**src/rtl/uart_tx_queue.sv**
```systemverilog
// Byte queue that paces single-frame launches into the uart_top transmitter using tx_busy.
// Optional feature: define UART_TXQ_LEVEL_EN to drive the live queue count on level.
module uart_tx_queue #(
   parameter int DATABITS     = 8,
   parameter int DEPTH        = 16,
   parameter int BUSY_TIMEOUT = 16
) (
   input  logic                     clk,
   input  logic                     reset,
   input  logic                     wr_en,
   input  logic [DATABITS-1:0]      wr_data,
   input  logic                     flush,
   output logic                     full,
   output logic                     empty,
   output logic                     overflow,
   output logic                     launch_err,
   output logic [$clog2(DEPTH):0]   level,
   output logic                     tx_en,
   output logic [DATABITS-1:0]      tx_data_in,
   input  logic                     tx_busy
);

   localparam int PTR_W = $clog2(DEPTH);
   localparam int CNT_W = PTR_W + 1;
   localparam int TMR_W = $clog2(BUSY_TIMEOUT + 1);

   typedef enum logic [1:0] {
      ST_IDLE      = 2'd0,
      ST_LAUNCH    = 2'd1,
      ST_WAIT_BUSY = 2'd2,
      ST_WAIT_DONE = 2'd3
   } state_t;

   logic [DATABITS-1:0] mem_r [DEPTH];
   logic [PTR_W-1:0]    wr_ptr_r;
   logic [PTR_W-1:0]    rd_ptr_r;
   logic [CNT_W-1:0]    count_r;
   state_t              state_r;
   state_t              state_s;
   logic [TMR_W-1:0]    timer_r;
   logic [TMR_W-1:0]    timer_s;
   logic                tx_en_r;
   logic                tx_en_s;
   logic                launch_err_r;
   logic                launch_err_s;
   logic                overflow_r;
   logic [DATABITS-1:0] tx_data_r;
   logic                push_s;
   logic                pop_s;
   logic                full_s;
   logic                empty_s;

   // Full is judged on the registered count, so a same-cycle pop never makes room for a push
   assign full_s  = (count_r == CNT_W'(DEPTH));
   assign empty_s = (count_r == {CNT_W{1'b0}});
   assign push_s  = wr_en && !full_s && !flush;

   // Queue storage write port
   always_ff @(posedge clk) begin
      if (push_s) begin
         mem_r[wr_ptr_r] <= wr_data;
      end
   end

   // Pointer and occupancy bookkeeping; flush wins over any same-cycle push
   always_ff @(posedge clk) begin
      if (reset) begin
         wr_ptr_r <= {PTR_W{1'b0}};
         rd_ptr_r <= {PTR_W{1'b0}};
         count_r  <= {CNT_W{1'b0}};
      end else if (flush) begin
         wr_ptr_r <= {PTR_W{1'b0}};
         rd_ptr_r <= {PTR_W{1'b0}};
         count_r  <= {CNT_W{1'b0}};
      end else begin
         if (push_s) begin
            wr_ptr_r <= wr_ptr_r + PTR_W'(1);
         end
         if (pop_s) begin
            rd_ptr_r <= rd_ptr_r + PTR_W'(1);
         end
         case ({push_s, pop_s})
            2'b10:   count_r <= count_r + CNT_W'(1);
            2'b01:   count_r <= count_r - CNT_W'(1);
            default: count_r <= count_r;
         endcase
      end
   end

   // Sticky overflow flag, cleared only by reset
   always_ff @(posedge clk) begin
      if (reset) begin
         overflow_r <= 1'b0;
      end else if (wr_en && full_s) begin
         overflow_r <= 1'b1;
      end
   end

   // Launch sequencer next-state and next-output logic
   always_comb begin
      state_s      = state_r;
      timer_s      = timer_r;
      tx_en_s      = 1'b0;
      launch_err_s = launch_err_r;
      pop_s        = 1'b0;
      case (state_r)
         ST_IDLE: begin
            if (!empty_s && !tx_busy && !flush) begin
               pop_s   = 1'b1;
               tx_en_s = 1'b1;
               state_s = ST_LAUNCH;
            end else begin
               state_s = ST_IDLE;
            end
         end
         ST_LAUNCH: begin
            timer_s = {TMR_W{1'b0}};
            state_s = ST_WAIT_BUSY;
         end
         ST_WAIT_BUSY: begin
            if (tx_busy) begin
               state_s = ST_WAIT_DONE;
            end else if (timer_r == TMR_W'(BUSY_TIMEOUT - 1)) begin
               // Transmitter never acknowledged: the byte is dropped, not retried
               launch_err_s = 1'b1;
               state_s      = ST_IDLE;
            end else begin
               timer_s = timer_r + TMR_W'(1);
            end
         end
         ST_WAIT_DONE: begin
            if (!tx_busy) begin
               state_s = ST_IDLE;
            end else begin
               state_s = ST_WAIT_DONE;
            end
         end
         default: begin
            state_s = ST_IDLE;
         end
      endcase
   end

   // Launch sequencer state and registered outputs
   always_ff @(posedge clk) begin
      if (reset) begin
         state_r      <= ST_IDLE;
         timer_r      <= {TMR_W{1'b0}};
         tx_en_r      <= 1'b0;
         launch_err_r <= 1'b0;
         tx_data_r    <= {DATABITS{1'b0}};
      end else begin
         state_r      <= state_s;
         timer_r      <= timer_s;
         tx_en_r      <= tx_en_s;
         launch_err_r <= launch_err_s;
         if (pop_s) begin
            tx_data_r <= mem_r[rd_ptr_r];
         end
      end
   end

   assign full       = full_s;
   assign empty      = empty_s;
   assign overflow   = overflow_r;
   assign launch_err = launch_err_r;
   assign tx_en      = tx_en_r;
   assign tx_data_in = tx_data_r;

`ifdef UART_TXQ_LEVEL_EN
   assign level = count_r;
`else
   assign level = {CNT_W{1'b0}};
`endif

endmodule
```
**config.mk**
```make
export PLATFORM = sky130hd
export DESIGN_NAME = uart_tx_queue
export DESIGN_NICKNAME = d
export VERILOG_FILES = /design/src/rtl/uart_tx_queue.sv
export SDC_FILE = /design/constraint.sdc
export NUM_CORES = 1
export LEC_CHECK = 0
export BUFFER_PORTS_ARGS = -buffer_cell sky130_fd_sc_hd__buf_2
export CELL_PAD_IN_SITES_DETAIL_PLACEMENT = 0
export CELL_PAD_IN_SITES_GLOBAL_PLACEMENT = 2
export CORE_MARGIN = 2
export CORE_UTILIZATION = 35
export CTS_CLUSTER_DIAMETER = 100
export DETAILED_ROUTE_END_ITERATION = 8
export GPL_ROUTABILITY_DRIVEN = 0
export PLACE_DENSITY = 0.65
export SKIP_LAST_GASP = 1
export SLEW_MARGIN = 20
export SYNTH_ARGS = -nofsm -noshare
export SYNTH_HDL_FRONTEND = slang
export SYNTH_SLANG_ARGS = --single-unit
```
**constraint.sdc**
```tcl
create_clock -name clk -period 3.2 [get_ports clk]
set_input_delay 0.64 -clock clk [delete_from_list [all_inputs] [get_ports clk]]
set_output_delay 0.64 -clock clk [all_outputs]
set_load 0.03 [all_outputs]
```
==> results.md, run 1 <==
- I/O pin total: 31
- VDD IR max: 0.000431 V
- Die area: 19400 um2
- Largest family of logic cells by synthesized area: multiplexers
- Die H: 139 um
- Synth cell count leaders: edfxtp_1 (128), nor2_1 (37), mux4_2 (32)
- Cts hold-fix bufs: 0
- Metal3 WL: 390 um
- Syn avg cell area: 16.8 um2
- CP endpoint kind: flop
- Top post-synthesis cells by area: edfxtp_1 (60%), mux4_2 (11%), dfxtp_1 (9.7%), mux2i_1 (2.7%), nor2_1 (2.2%)
- Clock Skews: 0.00660 ns
- Final hold slack: 0.464 ns
- Max Buffers Root-to-Sink: 2
- Max cap viols: 0
- Crit share post-route: 85.7%
- Starting Density: 35.6%
- Setup CP Type: flop to flop
- Yosys warnings: 0
- Dominant cell type by area after synthesis: edfxtp_1
- Global route total overflow: 0
- Drt pass-1 iters: 4
- Routed Wire Length: 12800 um
- Worst setup path start: count_r[0]$_SDFFE_PP0P_
- Iteration-0 DRC Markers: 219
- Startpoint class of the critical path: flop
- Synth Area in XOR/XNOR: 1.10%
- Worst Slack Setup Final: 0.459 ns
- Worst path bufs/invs: 1
- Met1 WL: 5930 um
- # diodes: 0
- Netlist cell types: 41
- Top cell family by delay on the critical path: simple AND/OR/NAND/NOR gates
- CTS Buf Count: 17
- Slowest CP cell: or4_4
- Post_cts resized: 0
- First-pass GRT wire length: 20100 um
- Worst slew margin: 63.5%
- Asr flop ratio synth: 0%
- Vias in the first global route: 3542
- Most common cell in the synthesized netlist: edfxtp_1
- Stages on worst setup path: 10
- CTS HTree Levels: 4
- Worst R2R End: count_r[4]$_SDFFE_PP0P_
- Post-synthesis compound-gate area fraction: 3.31%
- Synthesized flop and latch total: 159
- Final hold vios: 0
- Worst-path clk slew: 0.06 ns
- Outcome: completed
- Period minus WS final: 2.74 ns
- Via count: 3407
- Root buf cell: clkbuf_16
- Slew Limit Fails: 0
- Post-Syn Area: 6390 um2
- Worst slack at placement: 0.274 ns
- R2R Setup Slk: 0.46 ns
- Synth Flop Type: edfxtp_1
- Post-Synth Simple-Gate Area: 6.71%
- RR Startpoint: count_r[0]$_SDFFE_PP0P_
- Highest metal used: met4
- FP Rows: 49
- FF-to-FF path depth: 10
- Worst path max stage delay: 0.57 ns
- CTS tree: yes
- Max Fclk: 0.365 GHz
- Final #Nets: 453
- Clk Latency, worst-skew pair: 0.42 ns
- Worst Tran Pin Value: 0.548 ns
- Final setup viols: 0
- WHS Endpoint: timer_r[3]$_SDFFE_PP0P_
- Setup TNS: 0 ns
- Post-Synth Adder-Cell Area: 2.47%
- CP arrival: 3.10 ns
- CORE AREA: 18000 um2
- Port Buffers: 25
- Vias/cell: 5.09
- Worst Hold Launch: timer_r[3]$_SDFFE_PP0P_
- Area Growth Syn to Fin: 17.2%
- Antenna viol nets, final: 0
- Postcts setup bufs: 0
- Drt wl/cell: 19.2 um
- Mapped Cells: 380
- Pleak: 2.45 nW
- Sink Count: 159
- Die Wd: 139 um
- RSZ-0062 raised after global routing: no
- Crit-path max FO: 5
- WL met2: 6280 um
- # DRC: 0
- EDFF count, synth: 128
- Initial antenna violation count: 0
- Pin count of the biggest net entering global routing: 35
- Filler cells: 1632
- Power consumption: 4.39 mW
- Synth top area share: 60.1%
- Post-synthesis sequential area ratio: 69.8%
- Layout cells sized above 1: 26.8%
- Detail Placement HPWL: 8120 um
- Power density cells: 586 nW/um2
- CP cell instances: or4_4 > o21ai_2 > inv_2 > ha_1 > ha_1 > nor2b_1 > o21ai_0 > nor4b_1 > o21ai_0 > a21oi_1
- CP required: 3.55 ns
- Mux cell area share after synthesis: 13.9%
- Overall Global Routing Usage: 14.2%
- Hold Crit Class: flop to flop
- Hold path cells: 1
[sequential cells by signal, indices dropped and copies added, names as in the netlist]
name        count
overflow        1
tx_data_in      8
wr_ptr_r        4
tx_en           1
launch_err      1
rd_ptr_r        4
state_r         2
timer_r         5
mem_r         128
count_r         5
[how the worst max path moves through the flow]
stage,endpoint,slack [ns]
6_report,count_r[4]$_SDFFE_PP0P_,0.46
5_1_grt,count_r[4]$_SDFFE_PP0P_,0.15
4_1_cts,count_r[4]$_SDFFE_PP0P_,0.48
3_5_place_dp,count_r[4]$_SDFFE_PP0P_,0.27
3_3_place_gp,count_r[4]$_SDFFE_PP0P_,0.34
2_1_floorplan,count_r[4]$_SDFFE_PP0P_,0.47
[cell usage in the layout (no fill, tap or decap), types with 2 or more instances in the layout]
cell        instances
clkinv_8            2
nand3b_1           10
clkinvlp_4          2
inv_8               2
inv_1              10
or3_1               2
ha_1               11
edfxtp_1          128
a31oi_1             2
clkinv_4            2
dfxtp_1            30
xor2_1              5
nand2_1             9
mux2i_1            17
nor3_1              6
o21ai_0             4
mux4_2             32
nand4_1             2
nor4b_1             2
nand3_1             2
a21oi_1            13
conb_1              5
inv_6               3
nand2b_1            4
nor2_1             37
clkbuf_16          17
nor2b_1             2
a211oi_1            3
buf_2              25
xnor2_1             3
bufinv_16           2
nor4_1              2
o221ai_1            8
buf_4              22
[worst reg2reg max path: cells and delay by family (launching register included)]
kind,cells,cell delay (ns)
AOI/OAI and AO/OA,4,0.63
adders and majority gates,2,0.58
buffers and inverters,1,0.05
DFF,1,0.35
and+or+nand+nor,3,1.04
[stage by stage]
step | instances | util, % | area [um2]
final | 670 | 41.7 | 7490
after global routing | 670 | 41.7 | 7490
after CTS | 670 | 41.7 | 7490
after detailed placement | 638 | 38.3 | 6880
after global placement | 638 | 38.3 | 6880
after floorplan | 384 | - | 6410
[final cells by class]
| type | count | area (um2) | area share, % |
|---|---|---|---|
| multi-input cells | 191 | 1780 | 23.7 |
| repair buffers | 48 | 310 | 4.14 |
| well taps | 229 | 287 | 3.83 |
| clock buffers | 17 | 425 | 5.68 |
| inverters | 11 | 41.3 | 0.551 |
| flip-flops and latches | 159 | 4470 | 59.6 |
| clock inverters | 15 | 183 | 2.44 |
[power by group]
| part | total (mW) | internal [mW] | switching [mW] |
|---|---|---|---|
| Sequential | 2.25 | 2.24 | 0.00593 |
| Clock | 2.03 | 1.18 | 0.859 |
| Combinational | 0.105 | 0.0326 | 0.0729 |
[logic make-up after synthesis]
logic type | count (synthesis)
flip-flops | 159
AND/OR/NAND/NOR | 84
multiplexers | 49
buffers and inverters | 34
AO/OA/AOI/OAI | 33
adder cells (fa/ha/maj) | 12
XOR/XNOR | 8
other | 1
[metal layers]
layer	vias to the layer above	global-route usage, %
li1	1562	-
met1	1787	18.2
met2	40	23.1
met3	18	3.42
met4	0	6.27
met5	-	0
Power figures use the tool's default switching activity.
==> inputs of run 2 (changes only) <==
- CELL_PAD_IN_SITES_GLOBAL_PLACEMENT: 2 -> 1
- CORE_UTILIZATION: 35 -> 30
- PLACE_DENSITY: 0.65 -> 0.52
==> run 2 against run 1 <==
  * Register-to-register slack worse by 0.03 ns
  * Count of clock-buffer cells in the layout up 2
  * Sequential power about the same
  * Clock power down 2%
  * Final area up 0.79%
  * Wire length up 5.6%
  * Non-clock buffer count up 3
  * Maximum frequency down 1.1%
  * Cell count up 7.3%
  * Sequential share of layout area down 0.46 points
  * Total power down 1.2%
  * Critical path type unchanged
  * Largest cell class unchanged
  * Highest routed layer unchanged
==> results.md, run 2 (synthesis results as in run 1) <==
- Outcome: completed
- Crit share post-route: 86.6% (+0.95 points)
- Worst path max stage delay: 0.57 ns (about the same)
- Layout cells sized above 1: 27.0% (+0.27 points)
- Die Wd: 150 um (+7.8%)
- # diodes: 0 (unchanged)
- Cts hold-fix bufs: 0 (unchanged)
- Sink Count: 159 (unchanged)
- Detail Placement HPWL: 8390 um (+3.3%)
- Clk Latency, worst-skew pair: 0.43 ns (about the same)
- Worst-path clk slew: 0.07 ns (about the same)
- Commonest non-fill, non-tap cell in the layout: edfxtp_1
- First-pass GRT wire length: 21200 um (+5.4%)
- Routed Wire Length: 13600 um (+5.6%)
- Psw: 957 uW (+2.0%)
- Slowest CP cell: or4_4
- Vias in the first global route: 3492 (-1.4%)
- Post_cts resized: 0 (unchanged)
- Share of power burned in combinational logic: 2.4% (about the same)
- Max Fclk: 0.361 GHz (-1.1%)
- Worst Tran Pin Value: 0.738 ns (+0.190 ns)
- Most frequent cells in the layout: edfxtp_1 (128), nor2_1 (37), mux4_2 (32)
- Global route total overflow: 0 (unchanged)
- Cell Int Power: 3.38 mW (-2.1%)
- Period minus WS final: 2.77 ns (+0.0303 ns)
- Postcts setup bufs: 0 (unchanged)
- Pleak: 2.46 nW (+0.28%)
- Clock Skews: 0.0190 ns (+0.0124 ns)
- Drt pass-1 iters: 4 (unchanged)
- Hold Crit Class: flop to flop
- Die area: 22500 um2 (+16%)
- VDD IR max: 0.000290 V (-33%)
- Starting Density: 30.5% (-5.1 points)
- Die H: 150 um (+7.8%)
- Max cap viols: 0 (unchanged)
- Switching part of the total: 22.1% (+0.70 points)
- CP required: 3.56 ns (about the same)
- Max reg flops: 128 (unchanged)
- Worst slack at placement: 0.170 ns (-0.105 ns)
- Root buf cell: clkbuf_16
- Worst slew margin: 50.8% (-13 points)
- RSZ-0062 raised after global routing: no
- Final setup viols: 0 (unchanged)
- Overall Global Routing Usage: 13.2% (-1.0 points)
- Slew Limit Fails: 0 (unchanged)
- Initial antenna violation count: 0 (unchanged)
- Port Buffers: 25 (unchanged)
- CP cell instances: or4_4 > o21ai_2 > inv_2 > ha_1 > ha_1 > nor2b_1 > o21ai_0 > nor4b_1 > o21ai_0 > a21oi_1
- CP arrival: 3.13 ns (+0.03 ns)
- Setup CP Type: flop to flop
- Via count: 3325 (-2.4%)
- I/O pin total: 31 (unchanged)
- Reg with most FFs: mem_r
- FP Rows: 53 (+8.2%)
- CP endpoint kind: flop
- CORE AREA: 21000 um2 (+17%)
- Sequential group share of total power: 51.8% (+0.6 points)
- Final #Nets: 456 (+0.66%)
- Pin count of the biggest net entering global routing: 35 (unchanged)
- Clk pwr share: 45.7% (-0.7 points)
- Crit-path max FO: 7 (+2)
- CTS HTree Levels: 4 (unchanged)
- Reg area: 4470 um2 (unchanged)
- Final Util: 36.0% (-5.7 points)
- Iteration-0 DRC Markers: 243 (+11%)
- Area Growth Syn to Fin: 18.1%
- Power density cells: 574 nW/um2 (-2.0%)
- Max Buffers Root-to-Sink: 2 (unchanged)
- Worst Slack Setup Final: 0.429 ns (-0.0303 ns)
- Drt wl/cell: 18.9 um (-1.6%)
- Footprint of the multi-input gates: 1780 um2 (unchanged)
- Setup TNS: 0 ns (unchanged)
- Antenna viol nets, final: 0 (unchanged)
- CTS Buf Count: 17 (unchanged)
- Vias/cell: 4.62 (-9.1%)
- Filler cells: 2008 (+23%)
- Final hold vios: 0 (unchanged)
- CTS tree: yes
- Startpoint class of the critical path: flop
- # DRC: 0 (unchanged)
- Final hold slack: 0.469 ns (+0.00456 ns)
-- run 2: through the flow --
stage,area [um2],instances,power (mW)
floorplan,6410,384,2.35
global placement,6960,687,2.40
detailed placement,6960,687,2.40
CTS,7550,719,4.38
global route,7550,719,4.49
finish,7550,719,4.33
-- run 2: power by group through the flow --
stage	clock [mW]	combinational [mW]	sequential (mW)
final	1.98	0.105	2.25
after global routing	2.13	0.117	2.25
after CTS	2.03	0.107	2.25
after detailed placement	0	0.107	2.29
after global placement	0	0.105	2.29
after floorplan	0	0.0591	2.29
-- run 2: per-layer routing --
layer  share of wire, %  vias up  global-route usage, %
met5                  0        -                      0
met1                 45     1680                   17.5
met2                 49       71                   21.1
li1                   -     1567                      -
met3                4.9        7                   3.51
met4               0.63        0                   4.25
-- run 2: cell type report --
| class | instances | area share [%] |
|---|---|---|
| sequential | 159 | 59.2 |
| multi-input combinational | 191 | 23.6 |
| clock buffer | 19 | 5.74 |
| tap | 275 | 4.56 |
| timing repair buffer | 51 | 4.41 |
| clock inverter | 13 | 2.04 |
| inverter | 11 | 0.547 |
-- run 2: worst max-delay path, delay by kind of cell (launching register included) --
kind	cells	cell delay (ns)
buf+inv	1	0.10
simple gates	3	1.05
fa+ha+maj	2	0.58
compound gates	4	0.61
flops	1	0.35
-- run 2: path summary, 6_finish.rpt --
kind / start / endpoint / slack [ns] / cells past startpoint
worst max-delay path: count_r[0]$_SDFFE_PP0P_ / count_r[4]$_SDFFE_PP0P_ / 0.43 / 10
worst min-delay path: timer_r[3]$_SDFFE_PP0P_ / timer_r[3]$_SDFFE_PP0P_ / 0.47 / 1
worst max register to register: count_r[0]$_SDFFE_PP0P_ / count_r[4]$_SDFFE_PP0P_ / 0.43 / 10
worst min register to register: timer_r[3]$_SDFFE_PP0P_ / timer_r[3]$_SDFFE_PP0P_ / 0.47 / 1
==> inputs of run 3 (changes only) <==
- CELL_PAD_IN_SITES_GLOBAL_PLACEMENT: 1 -> 2
- PLACE_DENSITY: 0.52 -> 0.58
==> run 3 against run 2 <==
  * Die area unchanged
  * Register-to-register slack worse by 0.02 ns
  * Clock skew down 0.0075 ns
  * Sequential share of layout area up 0.069 points
  * Cell count down 0.28%
  * Hold slack better by 0.0045 ns
  * Clock power about the same
  * Final area down 0.12%
  * Sequential power about the same
  * Maximum frequency down 0.62%
  * Via count down 0.12%
==> results.md, run 3 (synthesis results as in run 1) <==
- Die H: 150 um (unchanged)
- VDD IR max: 0.000337 V (+16%)
- RR Startpoint: count_r[0]$_SDFFE_PP0P_
- Worst Tran Pin Value: 0.781 ns (+0.0432 ns)
- # diodes: 0 (unchanged)
- Power consumption: 4.33 mW (about the same)
- Max reg flops: 128 (unchanged)
- Vias in the first global route: 3406 (-2.5%)
- Sequential group share of total power: 51.8% (about the same)
- Starting Density: 30.5% (unchanged)
- CTS tree: yes
- Worst-path clk slew: 0.07 ns (about the same)
- FP Rows: 53 (unchanged)
- Max Fclk: 0.359 GHz (-0.62%)
- Share of power burned in combinational logic: 2.5% (about the same)
- CTS Buf Count: 17 (unchanged)
- Area Growth Syn to Fin: 17.9%
- Crit-path max FO: 5 (-2)
- Port Buffers: 25 (unchanged)
- Drt wl/cell: 18.9 um (+0.21%)
- Detail Placement HPWL: 8540 um (+1.9%)
- Pin count of the biggest net entering global routing: 36 (+2.9%)
- Psw: 1.01 mW (+5.7%)
- Worst slew margin: 47.9% (-2.9 points)
- Pleak: 2.46 nW (about the same)
- Filler cells: 2015 (+0.35%)
- Commonest non-fill, non-tap cell in the layout: edfxtp_1
- Hold Crit Class: flop to flop
- Worst setup path start: count_r[0]$_SDFFE_PP0P_
- CP cell instances: or4_4 > o21ai_2 > inv_2 > ha_1 > ha_1 > nor2b_1 > o21ai_0 > a211oi_1 > or3_1 > a21oi_1
- CORE AREA: 21000 um2 (unchanged)
- Antenna viol nets, final: 0 (unchanged)
- CTS HTree Levels: 4 (unchanged)
- Clk pwr share: 45.7% (about the same)
- Worst path max stage delay: 0.58 ns (about the same)
- Drt pass-1 iters: 4 (unchanged)
- Post_cts resized: 0 (unchanged)
- Most frequent cells in the layout: edfxtp_1 (128), nor2_1 (37), mux4_2 (32)
- Final #Nets: 454 (-0.44%)
- Overall Global Routing Usage: 12.8% (-0.37 points)
- Reg with most FFs: mem_r
- CP required: 3.54 ns (-0.02 ns)
- Sink Count: 159 (unchanged)
- Die area: 22500 um2 (unchanged)
- Final setup viols: 0 (unchanged)
- Global route total overflow: 0 (unchanged)
- Crit share post-route: 87.1% (+0.54 points)
- Slew Limit Fails: 0 (unchanged)
- Outcome: completed
- Power density cells: 575 nW/um2 (+0.12%)
- # DRC: 0 (unchanged)
- First-pass GRT wire length: 20600 um (-2.9%)
- Final hold vios: 0 (unchanged)
- Root buf cell: clkbuf_16
- Setup CP Type: flop to flop
- Clock Skews: 0.0115 ns (-0.00749 ns)
- Max cap viols: 0 (unchanged)
- I/O pin total: 31 (unchanged)
- Postcts setup bufs: 0 (unchanged)
- Clk Latency, worst-skew pair: 0.42 ns (about the same)
- Worst Hold Launch: launch_err$_SDFFE_PP0P_
- Startpoint class of the critical path: flop
- Max Buffers Root-to-Sink: 2 (unchanged)
- Setup TNS: 0 ns (unchanged)
- Slowest CP cell: or4_4
- Routed Wire Length: 13500 um (about the same)
- RSZ-0062 raised after global routing: no
- CP endpoint kind: flop
- CP arrival: 3.13 ns (about the same)
- Layout cells sized above 1: 27.1% (+0.12 points)
- Cts hold-fix bufs: 0 (unchanged)
- Switching part of the total: 23.3% (+1.3 points)
- Most frequent CP cell: ha_1
- Initial antenna violation count: 0 (unchanged)
- Vias/cell: 4.63 (+0.16%)
- Via count: 3321 (-0.12%)
- Cell Int Power: 3.32 mW (-1.6%)
- Iteration-0 DRC Markers: 205 (-16%)
- Period minus WS final: 2.79 ns (+0.0172 ns)
- Die Wd: 150 um (unchanged)
run 3: cell types whose count changed in the layout (fill, tap and decap cells not counted), moves of 2 or more:
cell	change
inv_6	+2
buf_4	-2
clkinv_4	-3
inv_8	+2
clkinv_8	+2
clkbuf_1	-2
run 3: critical path, delay by kind of cell (launching register included):
family	cells	cell delay, ns
adders and majority gates	2	0.58
buffers and inverters	1	0.05
and+or+nand+nor	3	1.09
DFF	1	0.35
AOI/OAI and AO/OA	4	0.64
run 3: worst paths after layout:
path                                  end  slack [ns]  cells past startpoint
setup reg to reg  count_r[4]$_SDFFE_PP0P_        0.41                     10
hold reg to reg   launch_err$_SDFFE_PP0P_        0.47                      2
hold / removal    launch_err$_SDFFE_PP0P_        0.47                      2
setup / recovery  count_r[4]$_SDFFE_PP0P_        0.41                     10
run 3: power groups by stage:
stage               clock [mW]  sequential (mW)  combinational (mW)
floorplan                    0             2.29              0.0591
global placement             0             2.29               0.108
detailed placement           0             2.29               0.111
CTS                       2.03             2.24               0.111
global route              2.11             2.24               0.121
finish                    1.98             2.24               0.108
run 3: final cells by class:
class | instances | area [um2] | area share, %
Tap cell | 275 | 344 | 4.56
Clock inverter | 15 | 168 | 2.22
Clock buffer | 17 | 425 | 5.64
Sequential cell | 159 | 4470 | 59.2
Multi-Input combinational cell | 191 | 1780 | 23.6
Timing Repair Buffer | 49 | 318 | 4.22
Inverter | 11 | 41.3 | 0.548
run 3: stage by stage:
step	instances	area (um2)	util, %	hold WS (ns)	worst slack (ns)
6_report	717	7540	36.0	0.473	0.412
2_1_floorplan	384	6410	-	0.429	0.474
3_5_place_dp	685	6950	33.2	0.464	0.251
5_1_grt	717	7540	36.0	0.503	0.264
3_3_place_gp	685	6950	33.2	0.443	0.332
4_1_cts	717	7540	36.0	0.475	0.431
run 3: layer usage:
metal | track usage, % | up-vias | wire length, um
met3 | 2.96 | 12 | 284
li1 | - | 1562 | -
met1 | 16.6 | 1716 | 6280
met2 | 21.4 | 31 | 6830
met5 | 0 | - | 0
met4 | 3.96 | 0 | 148
